### config.mk
export PLATFORM = sky130hd
export DESIGN_NAME = hamming_scrubber
export DESIGN_NICKNAME = d
export VERILOG_FILES = /design/src/rtl/hamming_scrubber.sv
export SDC_FILE = /design/constraint.sdc
export NUM_CORES = 1
export LEC_CHECK = 0
export BUFFER_PORTS_ARGS = -buffer_cell sky130_fd_sc_hd__clkbuf_2
export CAP_MARGIN = 5
export CORE_MARGIN = 3
export CORE_UTILIZATION = 51
export CTS_BUF_LIST = sky130_fd_sc_hd__clkbuf_8
export DETAILED_ROUTE_END_ITERATION = 8
export GPL_TIMING_DRIVEN = 0
export PLACE_DENSITY = 0.78
export SYNTH_ARGS = -nofsm -noshare
export SYNTH_HDL_FRONTEND = slang
export SYNTH_SLANG_ARGS = --single-unit
### constraint.sdc
create_clock -name clk -period 2.2 [get_ports clk]
set_clock_uncertainty 0.2 [all_clocks]
set_input_delay 0.11 -clock clk [delete_from_list [all_inputs] [get_ports clk]]
set_output_delay 0.11 -clock clk [all_outputs]
set_load 0.005 [all_outputs]
### src/rtl/hamming_scrubber.sv
// Background scrubber for Hamming-protected codewords: walks every address,
// writes back single-bit corrections and keeps correction statistics.
module hamming_scrubber #(
   parameter int parity_bits = 4,
   parameter int depth       = 16,
   parameter int interval    = 8,
   localparam int W  = (1 << parity_bits) - 1,
   localparam int AW = $clog2(depth)
) (
   input  logic                   clk,
   input  logic                   reset,
   input  logic                   enable,
   input  logic                   clear_count,
   output logic                   mem_req,
   output logic                   mem_we,
   output logic [AW-1:0]          mem_addr,
   output logic [W-1:0]           mem_wdata,
   input  logic                   mem_gnt,
   input  logic [W-1:0]           mem_rdata,
   output logic                   busy,
   output logic                   pass_done,
   output logic [15:0]            corr_count,
   output logic [AW-1:0]          last_corr_addr,
   output logic [parity_bits-1:0] last_syndrome
);
   // state | meaning
   // IDLE  | stopped, address counter held at 0
   // WAIT  | idle gap of `interval` cycles before the next read
   // READ  | read request for the current address, held until granted
   // CHECK | read data valid, syndrome evaluated
   // WRITE | write-back of the corrected word, held until granted
   // NEXT  | advance/wrap address, pass_done on the last word
   localparam int CW = (interval > 1) ? $clog2(interval) : 1;

   typedef enum logic [2:0] {IDLE, WAIT, READ, CHECK, WRITE, NEXT} state_t;

   state_t                 state, state_nxt, resume;
   logic [AW-1:0]          addr;
   logic [CW-1:0]          wait_cnt;
   logic [parity_bits-1:0] syndrome, syndrome_q;
   logic [W-1:0]           flip_mask;
   logic                   last_addr;

   assign mem_addr  = addr;
   assign last_addr = (addr == AW'(depth - 1));

   always_comb begin
      syndrome  = '0;
      flip_mask = '0;
      for (int p = 1; p <= W; p++) begin
         if (mem_rdata[p-1]) syndrome ^= parity_bits'(p);
      end
      for (int p = 1; p <= W; p++) begin
         if (syndrome == parity_bits'(p)) flip_mask[p-1] = 1'b1;
      end
   end

   always_comb begin
      resume    = (interval == 0) ? READ : WAIT;
      state_nxt = state;
      case (state)
         IDLE:    if (enable) state_nxt = resume;
         WAIT: begin
            if (!enable)               state_nxt = IDLE;
            else if (wait_cnt == '0)   state_nxt = READ;
         end
         READ: begin
            // reads have no side effects, so dropping one on abort is harmless
            if (!enable)               state_nxt = IDLE;
            else if (mem_gnt)          state_nxt = CHECK;
         end
         CHECK:   state_nxt = (syndrome == '0) ? NEXT : WRITE;
         WRITE:   if (mem_gnt) state_nxt = NEXT;
         NEXT:    state_nxt = enable ? resume : IDLE;
         default: state_nxt = IDLE;
      endcase
   end

   always_ff @(posedge clk or posedge reset) begin
      if (reset) begin
         state          <= IDLE;
         addr           <= '0;
         wait_cnt       <= '0;
         syndrome_q     <= '0;
         mem_req        <= 1'b0;
         mem_we         <= 1'b0;
         mem_wdata      <= '0;
         busy           <= 1'b0;
         pass_done      <= 1'b0;
         corr_count     <= '0;
         last_corr_addr <= '0;
         last_syndrome  <= '0;
      end else begin
         state     <= state_nxt;
         mem_req   <= (state_nxt == READ) || (state_nxt == WRITE);
         mem_we    <= (state_nxt == WRITE);
         busy      <= (state_nxt != IDLE);
         pass_done <= (state_nxt == NEXT) && last_addr;

         if (state_nxt == IDLE)
            addr <= '0;
         else if (state == NEXT)
            addr <= last_addr ? '0 : addr + 1'b1;

         if (state_nxt == WAIT && state != WAIT)
            wait_cnt <= CW'(interval - 1);
         else if (state == WAIT && wait_cnt != '0)
            wait_cnt <= wait_cnt - 1'b1;

         if (state == CHECK && syndrome != '0) begin
            mem_wdata  <= mem_rdata ^ flip_mask;
            syndrome_q <= syndrome;
         end

         if (state == WRITE && mem_gnt) begin
            last_corr_addr <= addr;
            last_syndrome  <= syndrome_q;
         end

         if (clear_count)
            corr_count <= '0;
         else if (state == WRITE && mem_gnt && corr_count != 16'hFFFF)
            corr_count <= corr_count + 16'd1;
      end
   end
endmodule

==> results of run 1 <==
registers in the layout, indices dropped and copies added (netlist names):
| name | flops |
|---|---|
| state | 3 |
| mem_we | 1 |
| syndrome_q | 4 |
| corr_count | 16 |
| pass_done | 1 |
| mem_wdata | 15 |
| mem_addr | 4 |
| last_corr_addr | 4 |
| mem_req | 1 |
| wait_cnt | 3 |
| last_syndrome | 4 |
| busy | 1 |
worst max-delay path, cell delays in order, from the launching register on:
cell and delay, ns:
dfrtp_2 0.45, nor4bb_2 0.29, buf_4 0.17, and3_1 0.22, nand4_1 0.11, or2_2 0.30, xor2_1 0.14, nor2_1 0.06
metal layers:
layer	global-route usage (%)	vias up
li1	-	1311
met4	5.56	0
met2	36.2	83
met3	5.03	5
met1	28.5	1316
met5	0	-
layout by cell type (no fill, tap or decap), types with 9 or more instances in the layout:
| cell type | n |
|---|---|
| nand2_1 | 21 |
| dfrtp_1 | 52 |
| nand3_1 | 10 |
| clkbuf_8 | 11 |
| clkbuf_2 | 66 |
| buf_4 | 9 |
| nand4_1 | 12 |
| xor2_1 | 20 |
| nor2_1 | 37 |
| inv_1 | 14 |
| xnor2_1 | 30 |
| dlygate4sd3_1 | 18 |
| a21oi_1 | 16 |
cells in the mapped netlist, drive strengths merged (2+ instances only):
master / n
a211oi: 2
a21oi: 17
a31oi: 4
and3: 6
and4: 3
buf: 7
clkbuf: 8
dfrtp: 57
ha: 4
inv: 13
mux2: 8
mux2i: 3
nand2: 21
nand2b: 3
nand3: 10
nand4: 12
nor2: 37
nor2b: 2
nor3: 4
nor3b: 2
nor4: 5
o21a: 4
o21ai: 7
o22ai: 5
o31ai: 2
o32ai: 4
or2: 2
xnor2: 33
xor2: 20
final timing paths:
check	depth (start not counted)	from	endpoint	slack (ns)
max	7	state[1]	corr_count[9]	0.13
min	3	mem_rdata[0]	mem_wdata[0]	0.01
max reg2reg	7	state[1]	corr_count[9]	0.13
min reg2reg	2	wait_cnt[1]	wait_cnt[1]	0.30
max in group asynchronous	4	reset	corr_count[0]	1.14
min in group asynchronous	3	reset	corr_count[8]	0.10
power groups by stage:
stage               combinational, uW  sequential [uW]  clock [uW]
floorplan                         730             1440           0
global placement                 1090             1430           0
detailed placement               1120             1440           0
CTS                              1160             1420         884
global route                     1310             1460         941
finish                           1180             1430         865
area by class of cell:
type,instances,area [um2],area share (%)
clock buffers,11,151,3.80
repair buffers,91,578,14.5
clock inverters,5,22.5,0.565
multi-input cells,233,1600,40.2
flip-flops and latches,57,1430,35.9
inverters,13,48.8,1.22
plain buffers,12,58.8,1.48
well taps,72,90.1,2.26
timing repair:
| item | 4_1_cts | 5_1_grt |
|---|---|---|
| pin swaps | 0 | 2 |
| buffers inserted | 2 | 5 |
| hold buffers | 18 | 0 |
| endpoints found under the hold margin | 81 | 0 |
| endpoints found under the setup margin | 26 | 29 |
| gates resized for setup | 4 | 13 |
per-stage QoR:
step / setup TNS (ns) / total power, uW / hold WS, ns
after floorplan: 0 / 2170 / 0.0104
after global placement: -16.62 / 2520 / 0.168
after detailed placement: -3.99 / 2560 / -0.114
after CTS: 0 / 3470 / 0.00216
after global routing: -0.0120 / 3710 / 0.0708
final: 0 / 3470 / 0.0144
cell families after synthesis:
| logic type | Yosys count | synth area share [%] |
|---|---|---|
| AND/OR/NAND/NOR | 111 | 17.9 |
| flip-flops | 57 | 45.9 |
| AO/OA/AOI/OAI | 54 | 11.4 |
| XOR/XNOR | 53 | 15.7 |
| buffers and inverters | 28 | 3.62 |
| multiplexers | 11 | 3.87 |
| adder cells (fa/ha/maj) | 4 | 1.61 |
==> results.md, run 1 <==
* Switch Pwr at 1210 uW
* Clock share of power at 25.0%
* Final cell utilization of the core at 69.8%
* VDD IR max at 0.498 mV
* Final routed DRC violation total at 0
* MaxCap Viol Count at 0
* Max frequency at 483 MHz
* Worst EP required at 2.19 ns
* Clock transition at path regs at 0.07 ns
* Final setup margin at 0.130 ns
* Worst setup SP type: register
* CP Capture Type: register
* Setup Crit Path Kind: reg2reg
* Worst slew pin tran at 0.738 ns
* Final Max Slew Viols at 0
* Layout net count at 441
* Layout cells sized above 1 at 28.9%
* TritonCTS Sinks at 57
* Via Count at 2715
* Cell Int Power at 2250 uW
* Synth top area share at 45.9%
* IO buf count at 65
* Yosys reg bits at 57
* Fill cells at 430
* DP Worst Slack at -0.280 ns
* Skew-Pair Late Insertion Delay at 0.32 ns
* Metal-1 WL at 3290 um
* Leak at 0.00185 uW
* Combinational Power Share at 33.9%
* Largest cells by area after synthesis: dfrtp_1, xnor2_1, xor2_1, nor2_1, mux2_2
* Design area at 3990 um2
* Syn_nets at 342
* Largest net degree at the start of global routing at 43
* Avg WL per Cell at 15.0 um
* Core area at 5710 um2
* Ys Warns at 0
* Root buffer cell: clkbuf_8
* PwrDens at 869 nW/um2
* Net Sw Frac at 35.0%
* WP data arrival at 2.06 ns
* Metal3 WL at 379 um
* Initial antenna violation count at 0
* GRT Total Usage at 21.8%
* 1st-iter DRT viols at 159
* Die area at 7060 um2
* Reg power frac at 41.1%
* Dpl hpwl at 5110 um
* Area grow syn2layout at 28.3%
* Vias/cell at 5.50
* Ys async rst share at 100%
* Die width at 84.1 um
* CTS tree: done
* Yosys cell types at 46
* Post-Layout Cell Count at 494
* Met2 wire length at 3700 um
* Sequential share of the synthesized area at 45.9%
* EDFF count, synth at 0
* Dpl cell area at 3540 um2
* Row cnt at 27
* Worst slew margin at 50.4%
* # IOs at 67
* Period utilization at 94.1%
* Deepest clock path buffer count at 2
* Vias in the first global route at 2750
* Die H at 84.1 um
* Status: finished, final reports clean
* Final setup vio count at 0
* Area leader, netlist: dfrtp_1
* Min Tclk post-route at 2.07 ns
* Max H-tree Level at 3
* GP Congestion at 0.798
* Gate Count Post-Synth at 318
* Total grt overflow at 0
* Total iterations of the first detailed-routing run at 4
* Max Used Layer: met4
* Antenna diode count at 0
* Initial core utilization at 54.4%
* Hold Vio Cnt, Final at 0
* Hold/Removal Path Class: in2reg
* Mapped cell area at 3110 um2
* Wirelength, routed at 7410 um
* Inserted Clock Buffers at 9
* Most used DFF post-synth: dfrtp_1
* Antenna viol nets, final at 0
* Worst-path fanout max at 7
* First-pass GRT wire length at 12700 um
* Placed Instances at 456
* Syn Area/Cell at 9.77 um2
Power figures use the tool's default switching activity.
==> run 2, diff against run 1 <==
--- a/config.mk
+++ b/config.mk
@@ -8,11 +8,11 @@
 export BUFFER_PORTS_ARGS = -buffer_cell sky130_fd_sc_hd__clkbuf_2
 export CAP_MARGIN = 5
 export CORE_MARGIN = 3
-export CORE_UTILIZATION = 51
+export CORE_UTILIZATION = 45
 export CTS_BUF_LIST = sky130_fd_sc_hd__clkbuf_8
 export DETAILED_ROUTE_END_ITERATION = 8
 export GPL_TIMING_DRIVEN = 0
-export PLACE_DENSITY = 0.78
+export PLACE_DENSITY = 0.71
 export SYNTH_ARGS = -nofsm -noshare
 export SYNTH_HDL_FRONTEND = slang
 export SYNTH_SLANG_ARGS = --single-unit
==> results.md, run 2 (synthesis gave the netlist of run 1 again) <==
* DP Worst Slack at -0.299 ns (was -0.280 ns)
* Worst-path fanout max at 7 (unchanged)
* Dpl hpwl at 5080 um (was 5110 um)
* Layout cells sized above 1 at 29.2% (was 28.9%)
* IO buf count at 65 (unchanged)
* Initial core utilization at 47.6% (was 54.4%)
* Deepest clock path buffer count at 2 (unchanged)
* VDD IR max at 0.600 mV (was 0.498 mV)
* Biggest regs: corr_count: 16 flops, mem_wdata: 15 flops (unchanged)
* Skew-Pair Late Insertion Delay at 0.32 ns (about the same)
* Final routed DRC violation total at 0 (unchanged)
* CP Capture Type: register (unchanged)
* Final Max Slew Viols at 0 (unchanged)
* Vias in the first global route at 2559 (was 2750)
* Clock transition at path regs at 0.07 ns (about the same)
* CTS tree: done (unchanged)
* Core area at 6530 um2 (was 5710 um2)
* Wirelength, routed at 7270 um (was 7410 um)
* Antenna diode count at 0 (unchanged)
* Commonest non-fill, non-tap cell in the layout: clkbuf_2 (unchanged)
* GP Congestion at 0.847 (was 0.798)
* Largest net degree at the start of global routing at 34 (was 43)
* Fill cells at 541 (was 430)
* TritonCTS Sinks at 57 (unchanged)
* Layout net count at 443 (was 441)
* Inserted Clock Buffers at 9 (unchanged)
* Number of flip-flops in the largest register at 16 (unchanged)
* Die area at 7940 um2 (was 7060 um2)
* Avg WL per Cell at 14.5 um (was 15.0 um)
* Total iterations of the first detailed-routing run at 6 (was 4)
* Leak at 0.00188 uW (was 0.00185 uW)
* Period utilization at 96.2% (was 94.1%)
* Status: finished, final reports clean (unchanged)
* Final setup margin at 0.0844 ns (was 0.130 ns)
* Min Tclk post-route at 2.12 ns (was 2.07 ns)
* Setup TNS at 0 ns (unchanged)
* First-pass GRT wire length at 11900 um (was 12700 um)
* Area grow syn2layout at 30.8% (was 28.3%)
* Max H-tree Level at 3 (unchanged)
* Antenna viol nets, final at 0 (unchanged)
* Die H at 89.1 um (was 84.1 um)
* Register with the most flip-flops: corr_count (unchanged)
* Max frequency at 473 MHz (was 483 MHz)
* Hold/Removal Path Class: in2reg (unchanged)
* Commonest cells after routing, fill and taps aside: clkbuf_2, dfrtp_1, nor2_1 (unchanged)
* Final setup vio count at 0 (unchanged)
* # IOs at 67 (unchanged)
* Worst slew pin tran at 0.799 ns (was 0.738 ns)
* Initial antenna violation count at 0 (unchanged)
* Row cnt at 29 (was 27)
* Via Count at 2717 (was 2715)
* Root buffer cell: clkbuf_8 (unchanged)
* Worst slew margin at 46.4% (was 50.4%)
* MaxCap Viol Count at 0 (unchanged)
* PwrDens at 935 nW/um2 (was 869 nW/um2)
* GRT Total Usage at 18.9% (was 21.8%)
* Hold Vio Cnt, Final at 0 (unchanged)
* Total grt overflow at 0 (unchanged)
* WP data arrival at 2.11 ns (was 2.06 ns)
* Worst setup SP type: register (unchanged)
* Die width at 89.1 um (was 84.1 um)
* Vias/cell at 5.42 (was 5.50)
* Worst EP required at 2.20 ns (was 2.19 ns)
* Setup Crit Path Kind: reg2reg (unchanged)
* 1st-iter DRT viols at 209 (was 159)
-- run 2: per-layer routing --
layer	GRT usage, %	up-vias	routed length [um]	part of all wire, %
li1	-	1317	-	-
met1	26.0	1302	3270	45
met2	30.5	90	3460	48
met3	3.59	8	484	6.7
met4	5.68	0	56	0.77
met5	0	-	0	0
-- run 2: worst max-delay path, cell delays in order, from the launching register on --
cell and delay [ns]:
dfrtp_2 0.45, nor4bb_1 0.28, buf_4 0.19, and3_1 0.23, nand4_1 0.15, or2_2 0.30, xor2_1 0.13, nor2_1 0.06
-- run 2: path summary, 6_finish.rpt --
kind / start / end / slack (ns) / cells past startpoint
max: state[1] / corr_count[9] / 0.08 / 7
min: mem_rdata[0] / mem_wdata[0] / 0.03 / 5
min reg2reg: syndrome_q[0] / last_syndrome[0] / 0.31 / 1
min in group asynchronous: reset / corr_count[12] / 0.16 / 3
max reg2reg: state[1] / corr_count[9] / 0.08 / 7
max in group asynchronous: reset / corr_count[1] / 1.07 / 4
-- run 2: where the power goes --
part           switching [uW]  internal, uW
Sequential                148          1290
Clock                     427           778
Combinational             651           511
-- run 2: layout make-up --
| class | count | area (um2) | area share [%] |
|---|---|---|---|
| Clock buffer | 10 | 138 | 3.39 |
| Timing Repair Buffer | 93 | 593 | 14.6 |
| Sequential cell | 57 | 1430 | 35.2 |
| Multi-Input combinational cell | 233 | 1590 | 39.2 |
| Clock inverter | 6 | 105 | 2.59 |
| Inverter | 13 | 48.8 | 1.20 |
| Buffer | 12 | 60.1 | 1.48 |
| Tap cell | 77 | 96.3 | 2.37 |
-- run 2: metrics by stage --
stage | power, uW | hold WS, ns | std cells | utilization (%) | cell area, um2
6_report | 3800 | 0.0305 | 501 | 62.2 | 4070
5_1_grt | 4040 | 0.0772 | 501 | 62.2 | 4070
4_1_cts | 3800 | 0.0126 | 494 | 61.0 | 3980
3_5_place_dp | 2550 | -0.0287 | 461 | 54.3 | 3550
3_3_place_gp | 2520 | 0.183 | 460 | 54.0 | 3530
2_1_floorplan | 2170 | 0.0104 | 318 | - | 3110
-- run 2: repair_timing --
item	CTS	global route
endpoints found under the setup margin	27	28
setup buffers	1	8
endpoints found under the hold margin	47	0
pin swaps	0	1
hold buffers	18	0
resized for setup	2	13
gates cloned	0	0
==> run 3, diff against run 2 <==
--- a/config.mk
+++ b/config.mk
@@ -8,11 +8,11 @@
 export BUFFER_PORTS_ARGS = -buffer_cell sky130_fd_sc_hd__clkbuf_2
 export CAP_MARGIN = 5
 export CORE_MARGIN = 3
-export CORE_UTILIZATION = 45
+export CORE_UTILIZATION = 50
 export CTS_BUF_LIST = sky130_fd_sc_hd__clkbuf_8
 export DETAILED_ROUTE_END_ITERATION = 8
 export GPL_TIMING_DRIVEN = 0
-export PLACE_DENSITY = 0.71
+export PLACE_DENSITY = 0.74
 export SYNTH_ARGS = -nofsm -noshare
 export SYNTH_HDL_FRONTEND = slang
 export SYNTH_SLANG_ARGS = --single-unit
==> constraint.sdc (replaced) <==
create_clock -name clk -period 2.48 [get_ports clk]
set_clock_uncertainty 0.2 [all_clocks]
set_input_delay 0.124 -clock clk [delete_from_list [all_inputs] [get_ports clk]]
set_output_delay 0.124 -clock clk [all_outputs]
set_load 0.005 [all_outputs]
==> results.md, run 3 (synthesis gave the netlist of run 1 again) <==
* Clock transition at path regs at 0.06 ns (was 0.07 ns)
* Register area at 1430 um2 (about the same)
* Dpl hpwl at 5060 um (was 5080 um)
* Initial core utilization at 52.2% (was 47.6%)
* CP Capture Type: register (unchanged)
* Biggest regs: corr_count: 16 flops, mem_wdata: 15 flops (unchanged)
* Total grt overflow at 0 (unchanged)
* First-pass GRT wire length at 12500 um (was 11900 um)
* Via Count at 2729 (was 2717)
* Antenna diode count at 0 (unchanged)
* IO buf count at 65 (unchanged)
* CP max stage delay at 0.67 ns (was 0.45 ns)
* Final Max Slew Viols at 0 (unchanged)
* Final cell utilization of the core at 66.7% (was 62.2%)
* Die H at 84.8 um (was 89.1 um)
* WP data arrival at 2.45 ns (was 2.11 ns)
* Final Power at 3120 uW (was 3800 uW)
* Avg WL per Cell at 15.2 um (was 14.5 um)
* Largest net degree at the start of global routing at 43 (was 34)
* Fill cells at 480 (was 541)
* Worst setup SP type: input pin (was register)
* Commonest cells after routing, fill and taps aside: clkbuf_2, dfrtp_1, nor2_1 (unchanged)
* Layout net count at 438 (was 443)
* PwrDens at 786 nW/um2 (was 935 nW/um2)
* RR Startpoint: state[1] (unchanged)
* R2r setup slk at 0.21 ns (was 0.08 ns)
* Status: finished, final reports clean (unchanged)
* Total iterations of the first detailed-routing run at 4 (was 6)
* Hold/Removal Path Class: in2reg (unchanged)
* Combinational Power Share at 36.0% (was 30.6%)
* Skew-Pair Late Insertion Delay at 0.33 ns (was 0.32 ns)
* Min Tclk post-route at 2.40 ns
* Wirelength, routed at 7470 um (was 7270 um)
* Vias in the first global route at 2776 (was 2559)
* Die area at 7200 um2 (was 7940 um2)
* WHS at 0.0372 ns (was 0.0305 ns)
* Setup Crit Path Kind: in2reg (was reg2reg)
* CP max-delay cell: xnor2_1 (was dfrtp_2)
* GRT Total Usage at 21.6% (was 18.9%)
* Max frequency at 416 MHz
* Layout cells sized above 1 at 26.6% (was 29.2%)
* 1st-iter DRT viols at 165 (was 209)
* Leak at 0.00186 uW (was 0.00188 uW)
* # IOs at 67 (unchanged)
* Setup TNS at 0 ns (unchanged)
* Net Sw Frac at 35.2% (was 32.3%)
* MaxCap Viol Count at 0 (unchanged)
* TritonCTS Sinks at 57 (unchanged)
* Design area at 3970 um2 (was 4070 um2)
* Multi-input logic area at 1640 um2 (was 1590 um2)
* Area grow syn2layout at 27.8% (was 30.8%)
* Final setup vio count at 0 (unchanged)
* Critical R2R Capture: mem_wdata[5] (was corr_count[9])
* Switch Pwr at 1100 uW (was 1230 uW)
* Core area at 5960 um2 (was 6530 um2)
* Commonest non-fill, non-tap cell in the layout: clkbuf_2 (unchanged)
* Root buffer cell: clkbuf_8 (unchanged)
* Clock share of power at 23.5% (was 31.7%)
* Worst slew margin at 38.9% (was 46.4%)
* Cell Int Power at 2030 uW (was 2580 uW)
* Worst-path fanout max at 8 (was 7)
* Vias/cell at 5.55 (was 5.42)
* Hold Vio Cnt, Final at 0 (unchanged)
* Row cnt at 28 (was 29)
* Crit path from: mem_rdata[8] (was state[1])
* Crit path to: mem_wdata[9] (was corr_count[9])
* Worst slew pin tran at 0.909 ns (was 0.799 ns)
* Initial antenna violation count at 0 (unchanged)
* Die width at 84.8 um (was 89.1 um)
* Deepest clock path buffer count at 2 (unchanged)
* VDD IR max at 0.425 mV (was 0.600 mV)
* Max H-tree Level at 3 (unchanged)
* Inserted Clock Buffers at 9 (unchanged)
* Worst EP required at 2.53 ns (was 2.20 ns)
* Register with the most flip-flops: corr_count (unchanged)
* Dpl cell area at 3550 um2 (about the same)
* Number of flip-flops in the largest register at 16 (unchanged)
* Reg power frac at 40.6% (was 37.7%)
* Final routed DRC violation total at 0 (unchanged)
* Period utilization at 96.8%
* CTS tree: done (unchanged)
* Critical-path cell list: dlygate4sd3_1 -> clkbuf_2 -> xnor2_4 -> xnor2_2 -> xnor2_1 -> nand4_1 -> xor2_1 -> a21oi_1 (was nor4bb_1 -> buf_4 -> and3_1 -> nand4_1 -> or2_2 -> xor2_1 -> nor2_1)
* Antenna viol nets, final at 0 (unchanged)
* GP Congestion at 0.817 (was 0.847)
* FF-to-FF path depth at 7 (unchanged)
## run 3: cell count changes in the layout (fill, tap and decap cells not counted), sizes merged
| cell | delta |
|---|---|
| inv | +3 |
| clkbuf | +2 |
| clkinv | -3 |
| bufinv | -3 |
| dlygate4sd3 | -2 |
| buf | -4 |
## run 3: worst max-delay path: cells and delay by family
kind / cells / cell delay (ns)
AND/OR/NAND/NOR: 1 / 0.20
buffers and inverters: 2 / 0.69
XOR/XNOR: 4 / 1.27
AO/OA/AOI/OAI: 1 / 0.15
## run 3: metrics by stage
step,setup slack [ns],instances
finish,0.0786,492
floorplan,0.382,318
global placement,-0.0104,458
global route,-0.0347,492
detailed placement,-0.0236,459
CTS,0.0259,489
## run 3: what timing repair did
item	in CTS	in global routing
resized for setup	1	10
hold endpoints to repair	77	0
hold buffers	16	0
setup endpoints to repair	11	22
setup buffers	0	4
pin swaps	0	1
## run 3: worst min path at each step
stage	from	end	slack [ns]	cells after the start
finish	mem_rdata[0]	mem_wdata[0]	0.04	3
global route	mem_rdata[0]	mem_wdata[0]	0.04	3
CTS	mem_rdata[0]	mem_wdata[0]	0.007	3
detailed placement	reset	last_corr_addr[0]	-0.09	2
global placement	mem_rdata[0]	mem_wdata[0]	0.19	2
floorplan	mem_rdata[3]	mem_wdata[3]	0.02	1
## run 3: cell type report
type | instances | area share, %
buffer | 14 | 1.54
sequential | 57 | 35.9
inverter | 13 | 1.23
clock buffer | 11 | 3.81
timing repair buffer | 86 | 13.5
multi-input combinational | 233 | 41.4
tap | 75 | 2.36
clock inverter | 3 | 0.284
## run 3: layer usage
layer  wire length [um]  track usage, %  vias up
li1                   -               -     1304
met1               3240            27.1     1302
met2               3600            35.9      105
met3                488            5.63       18
met4                142            8.06        0
met5                  0               0        -
## run 3: power by group through the flow
stage | clock, uW | combinational (uW) | sequential [uW]
final | 733 | 1120 | 1270
after CTS | 753 | 1030 | 1260
after floorplan | 0 | 648 | 1270
after global placement | 0 | 965 | 1280
after detailed placement | 0 | 996 | 1280
after global routing | 793 | 1240 | 1290
